**config.mk**
```make
export PLATFORM = sky130hd
export DESIGN_NAME = switch_pattern_rx
export DESIGN_NICKNAME = d
export VERILOG_FILES = /design/src/rtl/switch_pattern_rx.sv
export SDC_FILE = /design/constraint.sdc
export NUM_CORES = 1
export LEC_CHECK = 0
export CAP_MARGIN = 10
export CORE_MARGIN = 3
export CORE_UTILIZATION = 46
export CTS_CLUSTER_DIAMETER = 120
export DETAILED_ROUTE_END_ITERATION = 16
export GPL_ROUTABILITY_DRIVEN = 0
export PLACE_DENSITY = 0.66
export SLEW_MARGIN = 20
export SYNTH_ARGS = -nofsm -noshare
export SYNTH_HDL_FRONTEND = slang
export SYNTH_SLANG_ARGS = --single-unit
```
**constraint.sdc**
```tcl
create_clock -name sysclk -period 3.2 [get_ports sysclk]
set_input_delay 0.96 -clock sysclk [delete_from_list [all_inputs] [get_ports sysclk]]
set_output_delay 0.96 -clock sysclk [all_outputs]
set_load 0.02 [all_outputs]
```
**src/rtl/switch_pattern_rx.sv**
```systemverilog
`default_nettype none
// ============================================================================
//  Module      : switch_pattern_rx
//  Description : Receiver for the switch serial link. Synchronises the line,
//                finds the start bit and samples each bit at mid-bit. It then
//                presents the 4-bit switch pattern in parallel, with valid and
//                frame-error pulses and a count of good frames.
//  Revision    : 1.0 - initial release
// ============================================================================
module switch_pattern_rx #(
  parameter int BIT_CYCLES = 50000,
  parameter int CNT_W      = $clog2(BIT_CYCLES)
) (
  input  logic       sysclk,
  input  logic       reset,
  input  logic       in,
  output logic [3:0] data,
  output logic       valid,
  output logic       frame_err,
  output logic       busy,
  output logic [7:0] frame_count
);

  // Sample points. The start bit is checked half a bit in, so every later
  // sample taken one full bit apart lands in the middle of its bit.
  localparam logic [CNT_W-1:0] c_half_last = CNT_W'(BIT_CYCLES / 2 - 1);
  localparam logic [CNT_W-1:0] c_full_last = CNT_W'(BIT_CYCLES - 1);
  localparam logic [1:0]       c_last_idx  = 2'd3;

  typedef enum logic [2:0] {
    S_IDLE    = 3'd0,
    S_START   = 3'd1,
    S_DATA    = 3'd2,
    S_STOP    = 3'd3,
    S_RECOVER = 3'd4
  } state_t;

  state_t           r_state;
  logic             r_sync1;
  logic             r_sync2;
  logic [CNT_W-1:0] r_cnt;
  logic [1:0]       r_idx;
  logic [3:0]       r_shreg;
  logic             w_s;
  logic             w_half_hit;
  logic             w_full_hit;

  assign w_s        = r_sync2;
  assign w_half_hit = (r_cnt == c_half_last);
  assign w_full_hit = (r_cnt == c_full_last);

  // The line is asynchronous to sysclk, so it passes through a two-flop synchroniser.
  always_ff @(posedge sysclk) begin
    if (reset) begin
      r_sync1 <= 1'b0;
      r_sync2 <= 1'b0;
    end else begin
      r_sync1 <= in;
      r_sync2 <= r_sync1;
    end
  end

  // Framing FSM. It also produces the registered one-cycle valid/frame_err pulses.
  always_ff @(posedge sysclk) begin
    if (reset) begin
      r_state     <= S_IDLE;
      r_cnt       <= '0;
      r_idx       <= 2'd0;
      r_shreg     <= 4'd0;
      data        <= 4'd0;
      valid       <= 1'b0;
      frame_err   <= 1'b0;
      frame_count <= 8'd0;
    end else begin
      valid     <= 1'b0;
      frame_err <= 1'b0;
      case (r_state)
        S_IDLE: begin
          r_cnt <= '0;
          if (w_s) begin
            r_state <= S_START;
          end
        end

        S_START: begin
          if (w_half_hit) begin
            r_cnt <= '0;
            if (w_s) begin
              r_state <= S_DATA;
              r_idx   <= 2'd0;
            end else begin
              // A high pulse shorter than half a bit is treated as line noise.
              r_state <= S_IDLE;
            end
          end else begin
            r_cnt <= r_cnt + 1'b1;
          end
        end

        S_DATA: begin
          if (w_full_hit) begin
            r_cnt          <= '0;
            r_shreg[r_idx] <= w_s;
            if (r_idx == c_last_idx) begin
              r_state <= S_STOP;
            end else begin
              r_idx <= r_idx + 2'd1;
            end
          end else begin
            r_cnt <= r_cnt + 1'b1;
          end
        end

        S_STOP: begin
          if (w_full_hit) begin
            r_cnt <= '0;
            if (!w_s) begin
              data        <= r_shreg;
              valid       <= 1'b1;
              frame_count <= frame_count + 8'd1;
              r_state     <= S_IDLE;
            end else begin
              frame_err <= 1'b1;
              r_state   <= S_RECOVER;
            end
          end else begin
            r_cnt <= r_cnt + 1'b1;
          end
        end

        S_RECOVER: begin
          // A line stuck high must not be read as a fresh start bit.
          r_cnt <= '0;
          if (!w_s) begin
            r_state <= S_IDLE;
          end
        end

        default: begin
          r_state <= S_IDLE;
          r_cnt   <= '0;
        end
      endcase
    end
  end

  // r_state is a flop, so busy is a glitch-free decode of it.
  assign busy = (r_state != S_IDLE);

endmodule
`default_nettype wire

```
* Word level (Yosys, flattened, before mapping) *
Index checks and enable logic that the tools add are counted.

word-level totals
  flip-flop bits (word level) = 41
  bits in latches = 0
  RAM bits = 0
  bits in read-only memories = 0
  input port bits = 3
  output and inout bits = 15
  word-level logic and storage cells = 65
  memories = 0

cells by class
  $add $sub $neg = 3
  multipliers = 0
  div/mod/pow operators = 0
  $lt $le $gt $ge = 2
  equal/unequal tests = 15
  shift operators = 0
  mux-type cells = 22
  bitwise gates (word level) = 3
  reductions and logical operators = 10

operator list
  cell                                                                   count
  16-bit two-way mux                                                     2
  16-bit one-hot mux with 2 select lines                                 1
  3-bit two-way mux                                                      7
  16-bit by 1-bit adder with 16-bit output (second input constant)       1
  16-bit by 15-bit == test with 1-bit output (second input constant)     1
  16-bit == test (second input constant)                                 1
  2-bit != test (second input constant)                                  8
  3-bit one-hot mux with 5 select lines                                  1
  2-bit two-way mux                                                      5
  8-bit by 1-bit adder with 8-bit output (second input constant)         1
  3-bit by 2-bit == test with 1-bit output (second input constant)       2
  6-bit AND reduction                                                    1
  5-bit AND reduction                                                    1
  4-bit bitwise mux                                                      1
  2-bit one-hot mux with 2 select lines                                  1
  3-bit by 1-bit == test with 1-bit output (second input constant)       1
  3-bit == test (second input constant)                                  1
  3-bit zero test                                                        1
  2-bit by 3-bit < comparator with 1-bit output (second input constant)  1
  1-bit two-way mux                                                      3
  1-bit inverter                                                         3
  3-bit AND reduction                                                    1
  3-bit nonzero test                                                     1
  3-bit OR reduction                                                     1
  8 further kinds                                                        8

* Depth between registers and ports, before layout *
  word-level depth = 5
  depth in mapped cells = 7
  gate-level depth less buffers = 5

* Least setup slack after synthesis *
OpenSTA, ideal clock, no wires.

  kind = register -> register
  start point = reg r_cnt[0]
  end point = reg r_cnt[10]
  library setup time = 0.138 ns
  arrival = 2.176 ns
  data required time = 3.062 ns
  setup slack = 0.886 ns
  stages on the path, launching flop included = 8
  buffers on the path = 2
  clock period less this slack = 2.314 ns
  cells stage by stage = dfxtp_1 > ha_1 > or4b_4 > or4_4 > buf_6 > a22oi_4 > buf_6 > nor3_2

on the way
  word-level cells in the longest chain between the ends = 3
  elaborated cells on any way between the ends = 6
  those cells by class = 1 x add/sub; 2 x eq/ne; 3 x mux

RTL lines
  element                                                                 RTL line      source
  from (decl)                                                             41            logic [CNT_W-1:0] r_cnt;
  from (signal assigned)                                                  96            r_cnt <= r_cnt + 1'b1;
  from (signal assigned)                                                  110           r_cnt <= r_cnt + 1'b1;
  from (signal assigned)                                                  127           r_cnt <= r_cnt + 1'b1;
  16-bit by 1-bit adder with 16-bit output, or another cell as far along  96, 110, 127
  16-bit two-way mux, on equally long branches                            101, 115, 86
  16-bit one-hot mux with 2 select lines *                                77            case (r_state)

Every way passes the cells marked *; elsewhere a longest branch is shown, timed or not.
A chain may end at the register's enable or synchronous reset.

* Worst setup path in the final report *
  start point = reg r_state[1]
  end point = out busy

on the way
  word-level cells in the longest chain between the ends = 1

RTL lines
  element                 RTL line  source
  from (decl)             38        state_t r_state;
  from (signal assigned)  66        r_state <= S_IDLE;
  from (signal assigned)  81        r_state <= S_START;
  from (signal assigned)  89        r_state <= S_DATA;
  3-bit nonzero test      148       assign busy = (r_state != S_IDLE);
  to (decl)               20        output logic busy,

Every way passes these cells.

==> results.tsv <==
metric	value	unit
holdWs	444	ps
syn2layout_area_growth	14.1	%
syn-instance-count	230	
combinationalPowerShare	0.035	
period_share	0.832	
grt.total_usage	0.179	
p_leak	0.000722	uW
core_region_area	4410	sq um
antenna_found_initial	0	
antenna_cells	0	
cts_made_buffers	5	
io_pins	18	
switching_share	0.213	
ys_types	47	
r2r_slack	600	ps
finalSetupViolations	0	
holdCritPathClass	flip-flop to flip-flop	
cts_resized	0	
fmax	0.376	GHz
power.internal	779	uW
drc	0	
synthFlopType	dfxtp_1	
nets	252	
hold_viol	0	
nFillCells	413	
path_clk_slew	80	ps
grt_max_degree	26	
firstDrtPassIters	4	
grt_first_pass_wirelength	7460	um
seqPwrFrac	0.521	
die_x	73.8	um
synth_area_per_cell	9.20	sq um
async_flop_share	0	
routed_wl	4270	um
syn_nets	239	
start_util	0.480	
wire_per_inst	14.4	um
power.switching	211	uW
drive_above_1_share	0.123	
dr.first_iter.drc_count	85	
post-cts-setup-buffer-count	0	
drtAntennaViolNets	0	
worst_slack	537	ps
overflow	0	
timing.setup.tns	0	ps
grt_pass1_vias	1597	
p_per_area	410	nW/um^2
cts_root_buf	clkbuf_8	
path_max_fanout	11	
clock_latency	300	ps
grt_setup_unrepaired	false	
cp_data_arrival_time	1700	ps
period_minus_slack	2660	ps
synth_edf_count	0	
cts_hold_buffers	0	
ys.warnings.count	0	
clock_path_buffers	2	
crit_path_end_kind	output pin	
slew_violations	0	
drv_cap	0	
synthesis.area	2120	sq um
cp.required	2240	ps
io_buffers	17	
crit_path_start_kind	flip-flop	
critPathKind	flip-flop to output pin	
maxSlewHeadroom	0.587	
seq_area_frac_synth	0.388	
routed_via_density	5.68	
vias	1682	
rows	24	
status	complete, no violations	
cts_tree	yes	
tightest_slew	604	ps
fin_skew	5.42	ps
cts_sinks	41	
htree_levels	2	
die-area	5450	sq um
fp.dieH	73.8	um
dp_slack	612	ps
hpwl	2960	um
power_frac_clock	0.444	
ir_worst_vdd	0.000257	V
synth_seq_cells	41	
[logic make-up after synthesis]
| group | synth area share |
|---|---|
| DFF | 0.388 |
| AOI/OAI and AO/OA | 0.121 |
| adders and majority gates | 0.0355 |
| and+or+nand+nor | 0.314 |
| buffers and inverters | 0.0496 |
| xor gates and xnor gates | 0.0538 |
| muxes | 0.0390 |
[critical path, stage by stage (launching register included)]
cell,delay (ps)
dfxtp_1,580
nor2_1,130
nand2_1,90
clkdlybuf4s50_1,600
[synthesized netlist by cell type, types with 2 or more instances]
master / number / area share
mux2i_1: 6 / 0.028
a21oi_1: 12 / 0.028
nor4_1: 5 / 0.015
nor3_1: 12 / 0.028
nor2b_1: 4 / 0.012
a211oi_1: 2 / 0.0071
nor2_1: 8 / 0.014
o21ai_0: 11 / 0.026
or2_2: 2 / 0.0059
a41oi_1: 2 / 0.0083
ha_1: 6 / 0.035
nand3b_1: 2 / 0.0071
nor4bb_1: 3 / 0.014
buf_6: 3 / 0.016
xnor2_1: 12 / 0.050
mux2_2: 2 / 0.011
o31ai_1: 2 / 0.0071
or4b_4: 2 / 0.013
or3_1: 5 / 0.015
nand2_1: 8 / 0.014
nor3_2: 10 / 0.047
or4_1: 2 / 0.0071
nor3b_1: 2 / 0.0071
nand2b_1: 6 / 0.018
dfxtp_1: 41 / 0.39
inv_1: 8 / 0.014
nand4b_1: 4 / 0.017
nand4_1: 6 / 0.018
nand3_1: 15 / 0.035
clkbuf_1: 10 / 0.018
[layout by cell type, fill, tap and decap left out, types with 3 or more instances in the layout]
cell type | Yosys | routed
nor3_1 | 12 | 12
nand4_1 | 6 | 6
ha_1 | 6 | 6
or3_1 | 5 | 5
clkdlybuf4s50_1 | 0 | 17
o21ai_0 | 11 | 11
nand3_1 | 15 | 15
xnor2_1 | 12 | 12
nand4b_1 | 4 | 4
clkbuf_8 | 0 | 6
buf_4 | 0 | 3
nor4_1 | 5 | 5
nand2_1 | 8 | 8
a21oi_1 | 12 | 12
nor2_1 | 8 | 8
nor4bb_1 | 3 | 3
inv_1 | 8 | 8
nand2b_1 | 6 | 6
mux2i_1 | 6 | 6
dfxtp_1 | 41 | 41
nor3_2 | 10 | 10
nor2b_1 | 4 | 4
[state kept, by name (all words and copies together) (netlist names)]
| signal | flops |
|---|---|
| r_sync1 | 1 |
| r_cnt | 16 |
| r_shreg | 4 |
| r_idx | 2 |
| r_sync2 | 1 |
| frame_err | 1 |
| frame_count | 8 |
| r_state | 3 |
| valid | 1 |
| data | 4 |
[path summary, 6_finish.rpt]
| path | from | end | cells past startpoint |
|---|---|---|---|
| hold / removal | r_sync1 | r_sync2 | 1 |
| hold reg to reg | r_sync1 | r_sync2 | 1 |
| setup / recovery | r_state[1] | busy | 3 |
| setup reg to reg | r_cnt[0] | r_cnt[1] | 5 |
[final cells by class]
type / instances / area, sq um / share of cell area
Multi-Input combinational cell: 167 / 1190 / 0.493
Sequential cell: 41 / 821 / 0.340
Timing Repair Buffer: 20 / 193 / 0.0798
Clock buffer: 7 / 86.3 / 0.0357
Tap cell: 52 / 65.1 / 0.0269
Clock inverter: 1 / 30.0 / 0.0124
Inverter: 8 / 30.0 / 0.0124
[per-stage QoR]
stage	cells	total power [uW]	area [sq um]	utilization
floorplan	230	553	2120	-
CTS	296	999	2420	0.547
detailed placement	288	562	2300	0.521
finish	296	990	2420	0.547
global placement	288	562	2300	0.521
global route	296	1020	2420	0.547
[power by group through the flow]
stage               registers [uW]  logic, uW  clock network (uW)
floorplan                      527       26.3                   0
global placement               528       34.7                   0
detailed placement             528       34.3                   0
CTS                            516       34.5                 448
global route                   517       37.4                 466
finish                         516       34.2                 439
[per-layer routing]
metal	vias up	part of all wire	global-route usage
li1	871	-	-
met1	779	0.48	0.230
met2	26	0.47	0.285
met3	6	0.037	0.0369
met4	0	0.014	0.0845
met5	-	0	0
No activity file was read; power rests on OpenSTA's default activity.
